$ cat config.mk
export PLATFORM = sky130hd
export DESIGN_NAME = dac_serial_monitor
export DESIGN_NICKNAME = d
export VERILOG_FILES = /design/src/rtl/dac_serial_monitor_pkg.sv /design/src/rtl/dac_serial_monitor_sync_edge.sv /design/src/rtl/dac_serial_monitor.sv
export SDC_FILE = /design/constraint.sdc
export NUM_CORES = 1
export LEC_CHECK = 0
export CAP_MARGIN = 5
export CORE_ASPECT_RATIO = 0.6
export CORE_UTILIZATION = 37
export DETAILED_ROUTE_END_ITERATION = 10
export GPL_ROUTABILITY_DRIVEN = 0
export PLACE_DENSITY = 0.7
export SYNTH_ARGS = -nofsm -noshare
export SYNTH_HDL_FRONTEND = slang
export SYNTH_HIERARCHICAL = 1
export SYNTH_SLANG_ARGS = --single-unit
export TNS_END_PERCENT = 30
$ cat constraint.sdc
create_clock -name clk -period 5.5 [get_ports clk]
set_input_delay 1.375 -clock clk [delete_from_list [all_inputs] [get_ports clk]]
set_output_delay 1.375 -clock clk [all_outputs]
set_load 0.02 [all_outputs]
$ cat src/rtl/dac_serial_monitor_pkg.sv
// Shared definitions for the DAC serial bus monitor: FSM encodings,
// synchronizer reset levels and default widths.
package dac_serial_monitor_pkg;

  typedef enum logic [1:0] {
    ST_IDLE  = 2'd0,
    ST_SHIFT = 2'd1,
    ST_DONE  = 2'd2
  } monState;

  // Idle levels of the DAC bus, so synchronizers come out of reset quiet
  localparam logic SCLK_RESET_LEVEL = 1'b0;
  localparam logic DIN_RESET_LEVEL  = 1'b0;
  localparam logic CS_RESET_LEVEL   = 1'b1;

  localparam int DEFAULT_WORD_BITS = 8;
  localparam int DEFAULT_CNT_BITS  = 16;

endpackage

$ cat src/rtl/dac_serial_monitor_sync_edge.sv
// Two-flop synchronizer followed by a delay flop for edge detection on one
// asynchronous input.
module bioee_sync_edge
  import dac_serial_monitor_pkg::*;
#(
  parameter logic RESET_VAL = 1'b0
) (
  input  logic clk,
  input  logic rst,
  input  logic asyncIn,
  output logic level,
  output logic rise,
  output logic fall
);

  logic s1, s2, s3;

  always_ff @(posedge clk) begin
    if (rst) begin
      s1 <= RESET_VAL;
      s2 <= RESET_VAL;
      s3 <= RESET_VAL;
    end else begin
      s1 <= asyncIn;
      s2 <= s1;
      s3 <= s2;
    end
  end

  assign level = s2;
  assign rise  = s2 & ~s3;
  assign fall  = ~s2 & s3;

endmodule

$ cat src/rtl/dac_serial_monitor.sv
// Oversampling receiver for the 3-wire DAC bus: deserializes each cs-framed
// word, pulses valid or error, and keeps saturating frame/error counters.
module dac_serial_monitor
  import dac_serial_monitor_pkg::*;
#(
  parameter int WORD_BITS = DEFAULT_WORD_BITS,
  parameter int CNT_BITS  = DEFAULT_CNT_BITS
) (
  input  logic                 clk,
  input  logic                 rst,
  input  logic                 en,
  input  logic                 dac_sclk,
  input  logic                 dac_din,
  input  logic                 dac_cs,
  output logic [WORD_BITS-1:0] dout,
  output logic                 dout_valid,
  output logic                 frame_error,
  output logic                 busy,
  output logic [CNT_BITS-1:0]  frame_count,
  output logic [CNT_BITS-1:0]  error_count
);

  localparam int BCW = $clog2(WORD_BITS + 2);
  localparam logic [BCW-1:0] BIT_MAX  = BCW'(WORD_BITS + 1);
  localparam logic [BCW-1:0] BIT_GOOD = BCW'(WORD_BITS);
  localparam logic [CNT_BITS-1:0] CNT_MAX = {CNT_BITS{1'b1}};

  logic sclkLevel, sclkRise, sclkFall;
  logic dinLevel, dinRise, dinFall;
  logic csLevel, csRise, csFall;
  logic unusedSync;

  bioee_sync_edge #(.RESET_VAL(SCLK_RESET_LEVEL)) syncSclk (
    .clk(clk), .rst(rst), .asyncIn(dac_sclk),
    .level(sclkLevel), .rise(sclkRise), .fall(sclkFall)
  );

  bioee_sync_edge #(.RESET_VAL(DIN_RESET_LEVEL)) syncDin (
    .clk(clk), .rst(rst), .asyncIn(dac_din),
    .level(dinLevel), .rise(dinRise), .fall(dinFall)
  );

  bioee_sync_edge #(.RESET_VAL(CS_RESET_LEVEL)) syncCs (
    .clk(clk), .rst(rst), .asyncIn(dac_cs),
    .level(csLevel), .rise(csRise), .fall(csFall)
  );

  assign unusedSync = ^{sclkLevel, sclkFall, dinRise, dinFall, csLevel};

  monState state, nextState;
  logic [1:0] flushCnt;
  logic flushed;
  logic startFrame;
  logic [WORD_BITS-1:0] shreg;
  logic [BCW-1:0] bitCnt;

  // The cs synchronizer resets high, so a bus already held low would look
  // like a cs fall; ignore edges until the pipeline holds real pin samples.
  assign flushed = (flushCnt == 2'd3);

  always_ff @(posedge clk) begin
    if (rst) begin
      state    <= ST_IDLE;
      flushCnt <= 2'd0;
    end else begin
      state <= nextState;
      if (!flushed) flushCnt <= flushCnt + 2'd1;
    end
  end

  always_comb begin
    nextState  = state;
    busy       = 1'b0;
    startFrame = 1'b0;
    case (state)
      ST_IDLE: begin
        if (csFall && en && flushed) begin
          startFrame = 1'b1;
          nextState  = ST_SHIFT;
        end
      end
      ST_SHIFT: begin
        busy = 1'b1;
        if (csRise) nextState = ST_DONE;
      end
      ST_DONE:  nextState = ST_IDLE;
      default:  nextState = ST_IDLE;
    endcase
  end

  // A bit arriving in the same cycle as cs rise is shifted before DONE judges it
  always_ff @(posedge clk) begin
    if (rst) begin
      shreg       <= '0;
      bitCnt      <= '0;
      dout        <= '0;
      dout_valid  <= 1'b0;
      frame_error <= 1'b0;
      frame_count <= '0;
      error_count <= '0;
    end else begin
      dout_valid  <= 1'b0;
      frame_error <= 1'b0;
      if (startFrame) begin
        shreg  <= '0;
        bitCnt <= '0;
      end else if (state == ST_SHIFT && sclkRise) begin
        shreg <= {shreg[WORD_BITS-2:0], dinLevel};
        if (bitCnt != BIT_MAX) bitCnt <= bitCnt + BCW'(1);
      end else if (state == ST_DONE) begin
        if (bitCnt == BIT_GOOD) begin
          dout       <= shreg;
          dout_valid <= 1'b1;
          if (frame_count != CNT_MAX) frame_count <= frame_count + CNT_BITS'(1);
        end else begin
          frame_error <= 1'b1;
          if (error_count != CNT_MAX) error_count <= error_count + CNT_BITS'(1);
        end
      end
    end
  end

endmodule

Word-level counts from Yosys, hierarchy flattened
Index checks and enable logic that the tools add are counted.
Word-level totals
  register bits after elaboration: 66
  bits in latches: 0
  RAM bits: 0
  ROM bits: 0
  bits of input ports: 6
  word-level logic and storage cells: 59
  memories: 0
Operators by class
  $add $sub $neg: 4
  multiply operators: 0
  divide/modulo/power cells: 0
  order comparisons: 0
  equal/unequal tests: 9
  shift-type cells: 0
  multiplexer cells: 8
  bitwise logic cells: 10
  reduce and logical (&&, ||, !) cells: 11
Operators by type and width (number)
  $add 16x1->16 const B: 2
  $ne 16x16->1 const B: 2
  $reduce_and 5->1: 2
  $not 1->1: 7
  $mux 1: 5
  $add 4x1->4 const B: 1
  $eq 2x2->1 const B: 2
  $eq 4x4->1 const B: 1
  $mux 2: 2
  $ne 2x2->1 const B: 2
  $ne 4x4->1 const B: 1
  $pmux 2 s2: 1
  $reduce_and 2->1: 2
  $reduce_and 4->1: 1
  $reduce_or 4->1: 1
  $and 1x1->1: 3
  $logic_and 1x1->1: 3
  $add 2x1->2 const B: 1
  $eq 2x1->1 const B: 1
  $logic_not 2->1: 1
  $reduce_or 2->1: 1

Longest topological paths before layout
  word-level depth: 8
  mapped depth: 9

Hierarchy
Netlist, hierarchy kept.
By module, submodules not included
  dac_serial_monitor: instances 1, cells each 305, area an instance 2567.5 um^2
  bioee_sync_edge at syncDin ...: instances 2, cells each 8, area an instance 91.3 um^2
  bioee_sync_edge at syncCs: instances 1, cells each 8, area an instance 92.6 um^2

Worst setup path before layout
No wires, ideal clock.
  kind: reg-to-output
  start point: register state[0]
  end point: output port busy
  data arrival time: 0.948 ns
  setup slack: 3.177 ns
  cell stages (with the launch flop): 3
  path buffers: 1
  path through: dfxtp_1 > nor2b_1 > clkbuf_1
On the way
  cells in the longest elaborated chain, start to end: 2
RTL lines
  from (decl): line dac_serial_monitor.sv:50  | monState state, nextState;
  from (signal assigned): line dac_serial_monitor.sv:66  | state <= nextState;
  $eq 2x1->1: line dac_serial_monitor.sv:75  | case (state)
  $mux 1: line dac_serial_monitor.sv:75
  to (decl): line dac_serial_monitor.sv:18  | output logic busy,
No other way between the ends.

Final worst setup path
Ends and elaborated chain as after synthesis.

==> out/qor.csv <==
metric;value;unit
status;finished clean;
io_buffers;48;
fmax;0.285;GHz
antenna_cells;0;
crit_path_start_kind;register;
synth.avg_cell_area;8.63;µm²
layout.cells.non_filler;477;
power_density;292;mW/mm²
rrSetupSlack;3290;ps
worst_pin_slew;973;ps
fin_area;0.00363;mm²
synth_warnings;6;
grt-busiest-layer;met1;
grt_max_degree;55;
synthesis.area;0.00280;mm²
cts_root_buf;clkbuf_16;
met1_usage;23.0;%
fp.coreArea;0.00730;mm²
via_per_inst;5.05;
cp-end-kind;primary output;
die_area;0.00792;mm²
post_cts_buffers;0;
track_usage;16.0;%
hold_ws;404;ps
crit_path_max_fanout;12;
drt-initial-drc-count;122;
drc;0;
die_h;69.4;µm
grt_pass1_wl;9690;µm
irDropWorstVdd;0.000167;V
cp.required;4120;ps
tns;0;ps
dr.pass1.iters;6;
initial_core_util;38.3;%
min_period;3510;ps
clk_latency;330;ps
relSlewSlack;34.5;%
grt_pass1_vias;2037;
dp_hpwl;4110;µm
row_count;24;
place_area;0.00335;mm²
clkSlewWorstSetupHoldPaths;50;ps
met3_usage;7.34;%
p_leak;1.18;nW
critPathKind;register to primary output;
fin_crit_sh;63.8;%
holdBufCountCts;0;
routedWlPerCell;12.4;µm
setup_viol;0;
die_w;114;µm
numCtsBuffers;9;
grt_util_met2;20.7;%
max-cap-violations;0;
drive_above_1_share;5.36;%
finalMaxSlewViolations;0;
synth_nets;336;
clock-sinks;66;
htreeDepth;3;
ioPinCount;49;
cts_tree;yes;
drt_wl_total;5910;µm
hp-class;register to register;
cts_buffer_depth;2;
dr_total_vias;2407;
rsz0062_at_grt;false;
cts.repair.resized;0;
hold_violations;0;
syn-instance-count;324;
fin_skew;5.40;ps
ant_nets;0;
overflow;0;
placed_cells;462;
antenna_found_initial;0;
synthToLayoutAreaGrowth;29.9;%
nets;381;
crit_arrival;2140;ps
final cells by class:
| cell class | count | area, µm² |
|---|---|---|
| Inverter | 4 | 15.0 |
| Multi-Input combinational cell | 239 | 1400 |
| Tap cell | 104 | 130 |
| Clock inverter | 3 | 40.0 |
| Timing Repair Buffer | 49 | 483 |
| Fill cell | 679 | 3660 |
| Clock buffer | 12 | 246 |
| Sequential cell | 66 | 1320 |
metrics by stage:
| stage | setup slack (ps) | power [mW] | util (%) |
|---|---|---|---|
| after floorplan | 3180 | 0.513 | - |
| after global placement | 2380 | 0.520 | 45.9 |
| after detailed placement | 2350 | 0.520 | 45.9 |
| after CTS | 1980 | 1.08 | 49.8 |
| after global routing | 1880 | 1.10 | 49.8 |
| final | 1990 | 1.06 | 49.8 |
registers in the layout (all words and copies together), names as in the netlist, 2 cells and up:
name	flops
dout	8
state	2
shreg	8
flushCnt	2
bitCnt	4
frame_count	16
error_count	16
power breakdown:
part	switching (mW)	internal, mW	total [mW]
clock	0.192	0.359	0.550
combinational	0.0131	0.00966	0.0228
sequential	0.00259	0.485	0.487
critical path: stages, from the launching register on:
cell	delay (ps)
dfxtp_1	400
nor2b_1	660
clkdlybuf4s50_1	750
layout by cell type, fill, tap and decap left out, types with 11 or more instances in the layout:
master            n
nor2_1           36
clkdlybuf4s50_1  47
nand3_1          21
nand2_1          38
xnor2_1          22
a21oi_1          24
nor3_1           11
dfxtp_1          66
nand4_1          13
path summary, 6_finish.rpt:
kind / startpoint / endpoint / cells after the start
setup / recovery: state[0] / busy / 2
hold / removal: syncCs/s1 / syncCs/level / 1
setup reg to reg: bitCnt[0] / error_count[14] / 7
hold reg to reg: syncCs/s1 / syncCs/level / 1
routing by layer:
layer / routed length [µm] / part of all wire (%)
met1: 3100 / 52
met4: 78 / 1.3
met3: 469 / 7.9
met2: 2260 / 38
met5: 0 / 0
No activity file was read; power rests on OpenSTA's default activity.
